File: src/rtl/ara_pkg.sv
// Shared lane types: instruction IDs, mask-owner FU encoding and the owner-queue entry.
package ara_pkg;

    localparam int unsigned NrVInsn  = 8;
    localparam int unsigned VidWidth = $clog2(NrVInsn);

    typedef logic [VidWidth-1:0] vid_t;

    localparam logic MaskFUAlu  = 1'b0;
    localparam logic MaskFUMFpu = 1'b1;

    typedef struct packed {
        logic fu;
        vid_t id;
    } mask_owner_t;

endpackage

File: src/rtl/mask_owner_fifo.sv
// In-order FIFO of mask owners; head_o is the current owner when not empty.
module mask_owner_fifo
    import ara_pkg::*;
#(
    parameter int unsigned Depth = 4
) (
    input  logic                   clk_i,
    input  logic                   rst_i,
    input  logic                   push_i,
    input  mask_owner_t            data_i,
    input  logic                   pop_i,
    output mask_owner_t            head_o,
    output logic                   full_o,
    output logic                   empty_o,
    output logic [$clog2(Depth):0] count_o
);

    localparam int unsigned PtrW = $clog2(Depth);
    localparam int unsigned CntW = PtrW + 1;

    mask_owner_t           mem [Depth];
    logic [PtrW-1:0]       wptr;
    logic [PtrW-1:0]       rptr;
    logic [CntW-1:0]       count;
    logic                  push_en;
    logic                  pop_en;

    assign full_o  = (count == CntW'(Depth));
    assign empty_o = (count == '0);
    assign count_o = count;
    assign head_o  = mem[rptr];
    assign push_en = push_i && !full_o;
    assign pop_en  = pop_i && !empty_o;

    // Pointers wrap naturally since Depth is a power of two.
    always_ff @(posedge clk_i) begin
        if (rst_i) begin
            wptr  <= '0;
            rptr  <= '0;
            count <= '0;
        end else begin
            if (push_en) wptr <= wptr + PtrW'(1);
            if (pop_en)  rptr <= rptr + PtrW'(1);
            count <= count + CntW'(push_en) - CntW'(pop_en);
        end
    end

    always_ff @(posedge clk_i) begin
        if (push_en) mem[wptr] <= data_i;
    end

endmodule

File: src/rtl/vfu_mask_router.sv
// Steers the mask-unit valid/ready handshake to the FU owning the oldest masked instruction.
// Optional protocol checker and sticky error_o enabled by defining ARA_MASK_ROUTER_CHECK_EN.
module vfu_mask_router
    import ara_pkg::*;
#(
    parameter int unsigned MaskQueueDepth = 4,
    parameter int unsigned NrVInsn        = ara_pkg::NrVInsn
) (
    input  logic                            clk_i,
    input  logic                            rst_i,
    input  logic                            issue_valid_i,
    input  logic                            issue_fu_i,
    input  vid_t                            issue_id_i,
    output logic                            issue_ready_o,
    input  logic [NrVInsn-1:0]              alu_vinsn_done_i,
    input  logic [NrVInsn-1:0]              mfpu_vinsn_done_i,
    input  logic                            mask_valid_i,
    output logic                            mask_ready_o,
    output logic                            alu_mask_valid_o,
    input  logic                            alu_mask_ready_i,
    output logic                            mfpu_mask_valid_o,
    input  logic                            mfpu_mask_ready_i,
    output logic [$clog2(MaskQueueDepth):0] occupancy_o,
    output logic                            error_o
);

    mask_owner_t head;
    mask_owner_t issue_entry;
    logic        full;
    logic        empty;
    logic        push;
    logic        head_done;
    logic        route;

    assign issue_entry   = '{fu: issue_fu_i, id: issue_id_i};
    assign push          = issue_valid_i && !full;
    assign issue_ready_o = !full;

    mask_owner_fifo #(
        .Depth (MaskQueueDepth)
    ) i_owner_fifo (
        .clk_i   (clk_i),
        .rst_i   (rst_i),
        .push_i  (push),
        .data_i  (issue_entry),
        .pop_i   (head_done),
        .head_o  (head),
        .full_o  (full),
        .empty_o (empty),
        .count_o (occupancy_o)
    );

    // Only a done from the head's own FU for the head's ID retires ownership.
    always_comb begin
        head_done = 1'b0;
        if (!empty) begin
            head_done = (head.fu == MaskFUMFpu) ? mfpu_vinsn_done_i[head.id]
                                                : alu_vinsn_done_i[head.id];
        end
    end

    // Pop and reset cycles are blanked so no beat reaches an outgoing owner.
    assign route = !empty && !head_done && !rst_i;

    always_comb begin
        alu_mask_valid_o  = 1'b0;
        mfpu_mask_valid_o = 1'b0;
        mask_ready_o      = 1'b0;
        if (route) begin
            if (head.fu == MaskFUMFpu) begin
                mfpu_mask_valid_o = mask_valid_i;
                mask_ready_o      = mfpu_mask_ready_i;
            end else begin
                alu_mask_valid_o  = mask_valid_i;
                mask_ready_o      = alu_mask_ready_i;
            end
        end
    end

`ifdef ARA_MASK_ROUTER_CHECK_EN
    logic [NrVInsn-1:0] pend_alu_q;
    logic [NrVInsn-1:0] pend_mfpu_q;
    logic [NrVInsn-1:0] pend_alu_d;
    logic [NrVInsn-1:0] pend_mfpu_d;
    logic [NrVInsn-1:0] head_alu_m;
    logic [NrVInsn-1:0] head_mfpu_m;
    logic               err_push_full;
    logic               err_ooo;
    logic               err_valid_empty;
    logic               error_q;

    // Per-FU bitmaps of queued IDs let out-of-order dones be spotted without scanning.
    always_comb begin
        pend_alu_d  = pend_alu_q;
        pend_mfpu_d = pend_mfpu_q;
        head_alu_m  = '0;
        head_mfpu_m = '0;
        if (!empty) begin
            if (head.fu == MaskFUMFpu) head_mfpu_m[head.id] = 1'b1;
            else                       head_alu_m[head.id]  = 1'b1;
        end
        if (head_done) begin
            pend_alu_d  = pend_alu_d & ~head_alu_m;
            pend_mfpu_d = pend_mfpu_d & ~head_mfpu_m;
        end
        if (push) begin
            if (issue_fu_i == MaskFUMFpu) pend_mfpu_d[issue_id_i] = 1'b1;
            else                          pend_alu_d[issue_id_i]  = 1'b1;
        end
    end

    assign err_push_full   = issue_valid_i && full;
    assign err_ooo         = (|(alu_vinsn_done_i & pend_alu_q & ~head_alu_m)) ||
                             (|(mfpu_vinsn_done_i & pend_mfpu_q & ~head_mfpu_m));
    assign err_valid_empty = mask_valid_i && empty;

    always_ff @(posedge clk_i) begin
        if (rst_i) begin
            pend_alu_q  <= '0;
            pend_mfpu_q <= '0;
            error_q     <= 1'b0;
        end else begin
            pend_alu_q  <= pend_alu_d;
            pend_mfpu_q <= pend_mfpu_d;
            error_q     <= error_q || err_push_full || err_ooo || err_valid_empty;
        end
    end

    assign error_o = error_q;

`ifndef SYNTHESIS
    a_push_full: assert property (@(posedge clk_i) disable iff (rst_i) !err_push_full)
        else $error("mask router: issue while owner queue full");
    a_ooo_done: assert property (@(posedge clk_i) disable iff (rst_i) !err_ooo)
        else $error("mask router: out-of-order masked done");
    a_valid_empty: assert property (@(posedge clk_i) disable iff (rst_i) !err_valid_empty)
        else $error("mask router: mask beat with no owner");
`endif
`else
    assign error_o = 1'b0;
`endif

endmodule

File: config.mk
export PLATFORM = sky130hd
export DESIGN_NAME = vfu_mask_router
export DESIGN_NICKNAME = d
export VERILOG_FILES = /design/src/rtl/ara_pkg.sv /design/src/rtl/mask_owner_fifo.sv /design/src/rtl/vfu_mask_router.sv
export SDC_FILE = /design/constraint.sdc
export NUM_CORES = 1
export LEC_CHECK = 0
export ABC_AREA = 1
export CORE_AREA = 2 2 57 59
export CTS_CLUSTER_SIZE = 25
export DETAILED_ROUTE_END_ITERATION = 7
export DIE_AREA = 0 0 59 61
export GPL_TIMING_DRIVEN = 0
export HOLD_SLACK_MARGIN = 0.12
export PLACE_DENSITY = 0.76
export SYNTH_ARGS = -nofsm -noshare
export SYNTH_HDL_FRONTEND = slang
export SYNTH_SLANG_ARGS = --single-unit
File: constraint.sdc
create_clock -name clk_i -period 3.2 [get_ports clk_i]
set_input_delay 0.64 -clock clk_i [delete_from_list [all_inputs] [get_ports clk_i]]
set_output_delay 0.64 -clock clk_i [all_outputs]
set_load 0.1 [all_outputs]
### Yosys cells after proc, flatten, opt, wreduce, memory -nomap -nowiden

Memory sizes are Yosys's and may differ from the RTL's. A register that Yosys moved wholly into a read port is not among the register bits.
Index checks and enable logic that the tools add are counted.
W data, S select, Z words.

* flip-flop bits (word level): 7
* bits in writable memories: 16
* input port bits: 26
* output and inout port bits: 8
* logic and storage cells: 36
* memories: 1

* $add $sub $neg: 4
* magnitude comparators: 1
* equal/unequal tests: 1
* multiplexer cells: 16
* reductions and logical operators: 10

Memory list
* i_owner_fifo.mem: depth 4, bits a word 4, read ports 1, clocked after Yosys merged registers in 1, write ports 1, line mask_owner_fifo.sv:21 `mask_owner_t mem [Depth];`

Operators by type and width (count)
* $mux W1: 12
* $bmux W1 S3: 2
* $logic_and A1 B1 Y1: 5
* $add A2 B1 Y2 const B: 2
* $logic_not A1 Y1: 4
* $lt A3 B4 Y1 const B: 1
* $mux W2: 2
* $add A3 B1 Y3: 1
* $eq A3 B3 Y1 const B: 1
* $logic_not A3 Y1: 1
* $sub A3 B1 Y3: 1

### Longest topological paths before layout

Gate-level depths: netlist (run 1).

* depth in word-level cells: 8
* depth in mapped cells: 19
* mapped depth without buffers: 18

### By module

Synthesis (run 1) repeated with hierarchy kept, for this count alone.

* cells, all modules: 169
* area, all modules: 1388.8 µm²

By module, submodules not included
* mask_owner_fifo: instances 1, cells each 108, area each 1094.8 µm², sequential area each 660.6 µm²
* vfu_mask_router: instances 1, cells each 61, area each 294.0 µm², sequential area each 0.0 µm²

### Least setup slack after synthesis (run 1)

No wires, ideal clock.

* path type: reg2out
* from: register i_owner_fifo.count[1] (netlist: i_owner_fifo.count_o[1])
* to: output port alu_mask_valid_o
* arrival: 2.679 ns
* required time: 2.560 ns
* setup slack: -0.119 ns
* cell stages (with the launch flop): 5
* buffers on the path: 0
* path through: dfxtp_1 -> nor3_1 -> inv_1 -> nand3_2 -> nor2_1

* word-level cells in the longest chain between the ends: 6
* elaborated cells between the ends (all ways): 7
* those cells by class: 2 x mux; 5 x reduce/logical

RTL lines
* from (decl): line mask_owner_fifo.sv:24 `logic [CntW-1:0] count;`
* from (signal assigned): line mask_owner_fifo.sv:44 `count <= count + CntW'(push_en) - CntW'(pop_en);`
* $logic_not A3 Y1 *: line mask_owner_fifo.sv:29 `assign empty_o = (count == '0);`
* $mux W1: line vfu_mask_router.sv:56 `if (!empty) begin`
* $logic_not A1 Y1: line vfu_mask_router.sv:63 `assign route = !empty && !head_done && !rst_i;`
* $logic_and A1 B1 Y1 * (2 in series): line vfu_mask_router.sv:63
* $mux W1 *: line vfu_mask_router.sv:69 `if (route) begin`
* to (decl): line vfu_mask_router.sv:19 `output logic alu_mask_valid_o,`

Mark *: on every way between the ends. The rest lies on a longest branch, timed or not.

==> out/metrics.cfg, run 1 <==
[drt]
post_drt_wl_per_cell_um = 11.37
dr.pass1.iters = 4
dr_total_vias = 1087
drt_wl_total_um = 2513
initialDrtViolationCount = 49
antenna_left = 0
route.detailed.drc = 0
vias_per_cell = 4.919

[logic_synthesis]
yosys.area.top_type = edfxtp_1
synth_most_common_cell = nand2_1
yosys-top-cells-area = edfxtp_1 (35%), dfxtp_1 (13%), nand3_1 (8.7%)
netlist_instances = 152
netlist_area_um2 = 1385
ys_types = 23
synth_top_area_share_pct = 34.69
synthTopCellsByCount = nand2_1 (31), nand3_1 (24), inv_1 (21), edfxtp_1 (16), nor2_1 (11)
yosysWarnings = 0
ys_async_sr_fraction_pct = 0
synth_flop_cell = edfxtp_1
syn_nets = 185
synth-edff-count = 16
ys_ff_latch = 25
syn_area_per_cell_um2 = 9.112
ys_seq_area_share_pct = 47.70

[sta]
drv_slew = 0
hold_viol_final = 0
clock_skew_ps = 3.904
setup_slack_ps = 210.8
finalSetupViolCount = 0
fmax_mhz = 334.5
rsz0062_at_grt = false
tightest_slew_ps = 974.3
min_period_ps = 2989
min_period_over_period_pct = 93.41
setup_tns_ps = 0
relSlewSlack_pct = 34.85

[layout]
seq_area_um2 = 660.6
instances_no_fill = 221
num-fill-cells = 273
diodes = 0
area_growth_pct = 27.37
nets = 222
multiInputGateArea_um2 = 614.3
drive_gt1_share_pct = 14.89

[cts]
cts_max_level = 1
clk_pin_slew_ps = 120
cts_hold_buf = 0
cts_tree = yes
cts.path.max_buffers = 2
cts_root_buffer = clkbuf_4
clock_latency_ps = 310
cts-buffers-inserted = 3
cts_sinks = 25

[global_routing]
antenna_found_initial = 0
grt_pass1_vias = 1020
grtUsageTotal_pct = 15.13
grt_start_max_net_pins = 15
grt_overflow = 0
grt_pass1_wl_um = 4153

[power_and_ir_drop]
p_seq_share_pct = 31.3
peakVddDrop_mv = 0.6503
total_power_mw = 1.417
power.internal_uw = 718.6
power_frac_comb_pct = 59.3
powerDensity_nw_per_um2 = 803.2
swShare_pct = 49.29
power.switching_uw = 698.4
pwr-share-clk_pct = 9.4
leakage_nw = 0.7466

[critical_path]
worstPathArrival_ps = 2350
worstPathMaxFanout = 9
crit_required_ps = 2560
worst-setup-path-type = reg2out
worst_setup_path_start_kind = flop
endpoint_kind = output port

[floorplan]
die_h_um = 61
initial_core_util_pct = 46.91
coreArea_um2 = 2953
io_pins = 34
rows = 20
die_area_um2 = 3599
fp.dieW_um = 59

[placed_design]
preCtsSetupSlack_ps = -339.3
post-place-cells = 217
port_buffers = 32
hpwl_um = 2043
place.gp.congestion = 0.8109

[hold_path]
hold_path.class = reg2reg

[run]
cap_violations = 0

[run_status]
outcome = complete, no violations

## critical path, cell delays in order, from the launching register on
cell and delay (ps):
dfxtp_1 360, buf_6 140, nand2_1 100, nand3_4 150
nand2_4 100, nand2_1 70, nand3_1 70, nand3_1 100
nand3_2 120, nand2_1 90, nand3_2 90, nor2_1 100
clkdlybuf4s18_2 540
## state kept, by name, indices dropped and copies added (netlist names), named ones only
signal / flops
i_owner_fifo.mem: 16
i_owner_fifo.count_o: 3
i_owner_fifo.rptr: 2
i_owner_fifo.wptr: 2
## worst paths after layout
kind	startpoint	to	cells past startpoint	slack, ps
worst max-delay path	flop	mfpu_mask_valid_o	12	210
worst min-delay path	i_owner_fifo.rptr[0]	flop	2	480
worst max register to register	flop	i_owner_fifo.count_o[2]	18	620
worst min register to register	i_owner_fifo.rptr[0]	flop	2	480
## cells in the final DEF, fill, tap and decap left out, drive strengths merged
master / Yosys / layout
nand3: 33 / 33
nor2: 11 / 11
edfxtp: 16 / 16
o21ai: 3 / 3
buf: 2 / 4
nand4: 1 / 1
nor3: 1 / 1
clkinv: 0 / 1
a21oi: 6 / 6
nand2: 38 / 38
clkdlybuf4s50: 0 / 29
fa: 1 / 1
conb: 1 / 1
dfxtp: 9 / 9
ha: 6 / 6
clkbuf: 0 / 3
xnor2: 1 / 1
inv: 23 / 23
clkdlybuf4s18: 0 / 1
## cell families after synthesis
group           share of synthesized area [%]
flops                                   47.70
fa+ha+maj                               6.865
other cells                            0.2707
compound gates                          3.523
xor+xnor                               0.6325
buf+inv                                 7.950
simple gates                            33.06
## stage by stage
| stage | hold WS [ps] | utilization (%) | cell area, µm² |
|---|---|---|---|
| 2_1_floorplan | 448.7 | - | 1385 |
| 3_3_place_gp | 464.2 | 59.15 | 1747 |
| 3_5_place_dp | 471.3 | 59.15 | 1747 |
| 4_1_cts | 488.6 | 60.21 | 1778 |
| 5_1_grt | 510.9 | 59.75 | 1764 |
| 6_report | 482.7 | 59.75 | 1764 |
## power by group through the flow
| stage | sequential, mW | combinational, mW | clock (mW) |
|---|---|---|---|
| 6_report | 0.444 | 0.840 | 0.133 |
| 5_1_grt | 0.451 | 0.932 | 0.149 |
| 4_1_cts | 0.445 | 0.854 | 0.138 |
| 3_5_place_dp | 0.452 | 0.855 | 0 |
| 3_3_place_gp | 0.449 | 0.833 | 0 |
| 2_1_floorplan | 0.544 | 0.580 | 0 |
## layout make-up
cell class,instances,area share [%]
Sequential cell,25,37.45
Buffer,2,1.064
Clock inverter,1,0.2837
Inverter,23,5.177
Tap cell,33,2.340
Timing Repair Buffer,32,17.59
Clock buffer,3,1.277
Multi-Input combinational cell,102,34.82
## per-layer routing
layer / vias up / GRT usage (%) / wire length (µm)
met5: - / 0 / 0
met4: 0 / 6.818 / 36
met3: 4 / 2.345 / 210
met2: 40 / 27.14 / 1154
met1: 472 / 17.91 / 1110
li1: 571 / - / -
## what timing repair did
item / CTS / global route
buffers inserted: 0 / 0
setup endpoints to repair: 3 / 3
resized for setup: 9 / 5
Power figures use the tool's default switching activity.
==> run 2: changes to the inputs <==
--- a/config.mk
+++ b/config.mk
@@ -11,7 +11,7 @@
 export DETAILED_ROUTE_END_ITERATION = 7
 export DIE_AREA = 0 0 59 61
 export GPL_TIMING_DRIVEN = 0
-export HOLD_SLACK_MARGIN = 0.12
+export MAX_ROUTING_LAYER = met4
 export PLACE_DENSITY = 0.76
 export SYNTH_ARGS = -nofsm -noshare
 export SYNTH_HDL_FRONTEND = slang
==> constraint.sdc (replaced) <==
create_clock -name clk_i -period 3.2 [get_ports clk_i]
set_input_delay 0.48 -clock clk_i [delete_from_list [all_inputs] [get_ports clk_i]]
set_output_delay 0.48 -clock clk_i [all_outputs]
set_load 0.1 [all_outputs]
==> run 2 against run 1 <==
Net effect:
- register-to-register slack barely moved
- clock skew barely moved
- maximum frequency rose by 7.9%
- total power barely moved
- sequential share of layout area rose by 0.11 points
- worst setup slack improved by 220 ps
- via count fell by 0.18%
- flip-flop and latch count did not move
- clock power barely moved
- routed wire length did not move
- die area did not move
==> out/metrics.cfg, run 2 (synthesized netlist as in run 1, its figures left out) <==
[run_status]
outcome = complete, no violations

[cts]
cts.path.max_buffers = 2
cts_hold_buf = 0
clk_pin_slew_ps = 120
cts-buffers-inserted = 3
cts_max_level = 1
cts_tree = yes
post_cts_resized = 4
clock_latency_ps = 310
postCtsSetupRepairBufs = 0
cts_sinks = 25
cts_root_buffer = clkbuf_4

[layout]
final_common_cell = nand2_1
drive_gt1_share_pct = 14.89
seq_area_um2 = 660.6
largest_register = i_owner_fifo.mem
largest_register_ffs = 16
mostFrequentLayoutCells = nand2_1 (31), clkdlybuf4s50_1 (29), nand3_1 (24)
nets = 222
multiInputGateArea_um2 = 614.3
area_growth_pct = 27.01
diodes = 0
num-fill-cells = 272
fin_util_pct = 59.58

[power_and_ir_drop]
powerDensity_nw_per_um2 = 804.8
peakVddDrop_mv = 0.6491
total_power_mw = 1.416
leakage_nw = 0.7452

[critical_path]
endpoint_kind = output port
crit_required_ps = 2720
worst_setup_path_start_kind = flop
worstPathArrival_ps = 2290
worstPathMaxFanout = 9
worst-setup-path-type = reg2out

[global_routing]
met2_usage_pct = 27.14
grt_pass1_wl_um = 4153
grtUsageTotal_pct = 15.63
grt_start_max_net_pins = 15
grtUsageMet1_pct = 17.91
grt_util_met3_pct = 2.345
antenna_found_initial = 0
grt_pass1_vias = 1020
busiest_layer = met2
grt_overflow = 0

[floorplan]
die_h_um = 61
die_area_um2 = 3599
rows = 20
coreArea_um2 = 2953
fp.dieW_um = 59
io_pins = 34
initial_core_util_pct = 46.91

[placed_design]
port_buffers = 32
hpwl_um = 2043
preCtsSetupSlack_ps = -19.31
place.gp.congestion = 0.8228

[sta]
setup_slack_ps = 429.4
finalSetupViolCount = 0
min_period_ps = 2771
hold_viol_final = 0
clock_skew_ps = 3.904
fmax_mhz = 360.9
rsz0062_at_grt = false
drv_slew = 0
relSlewSlack_pct = 34.85
tightest_slew_ps = 974.3
min_period_over_period_pct = 86.58

[drt]
route.detailed.drc = 0
antenna_left = 0
initialDrtViolationCount = 49
vias_per_cell = 4.910
post_drt_wl_per_cell_um = 11.37
drt_wl_total_um = 2513
dr.pass1.iters = 4
dr_total_vias = 1085

[hold_path]
min_from = i_owner_fifo.rptr[0]
hold_path.class = reg2reg

[run]
cap_violations = 0

run 2: cell count changes in the layout (fill, tap and decap cells not counted):
| cell | previous run | this run |
|---|---|---|
| clkbuf_2 | 0 | 3 |
| clkdlybuf4s18_2 | 1 | 0 |
| buf_2 | 2 | 0 |
run 2: layout make-up:
type	count	share of cell area, %
Buffer	2	1.067
Timing Repair Buffer	32	17.35
Tap cell	33	2.347
Clock buffer	3	1.280
Sequential cell	25	37.55
Clock inverter	1	0.2845
Inverter	23	5.192
Multi-Input combinational cell	102	34.92
run 2: metrics by stage:
step / std cells / setup TNS, ps / cell area [µm²] / hold WS, ps
6_report: 221 / 0 / 1759 / 482.7
5_1_grt: 221 / 0 / 1759 / 510.9
4_1_cts: 221 / 0 / 1772 / 488.6
3_5_place_dp: 217 / -19.31 / 1747 / 471.3
3_3_place_gp: 217 / 0 / 1747 / 464.2
2_1_floorplan: 152 / 0 / 1385 / 448.7
run 2: layer usage:
layer	share of wire, %	vias to the layer above
met1	44	470
met5	0	-
met3	8.7	4
met2	46	40
li1	-	571
met4	1.4	0
run 2: final timing paths:
check	end	slack [ps]	depth (start not counted)
worst max-delay path	mask_ready_o	430	12
worst min-delay path	flop	480	2
worst max register to register	i_owner_fifo.count_o[2]	620	18
worst min register to register	flop	480	2
run 2: worst max-delay path: stages (launching register included):
cell	delay, ps
dfxtp_1	360
buf_6	140
nand2_1	100
nand3_4	150
nand2_4	100
nand2_1	70
nand3_1	70
nand3_1	100
nand3_2	120
nand2_1	90
nand3_2	90
a21oi_2	110
clkbuf_2	460
run 2: report_power, final:
group,internal (mW),switching [mW]
combinational,0.267,0.571
clock,0.0467,0.0864
sequential,0.403,0.0409
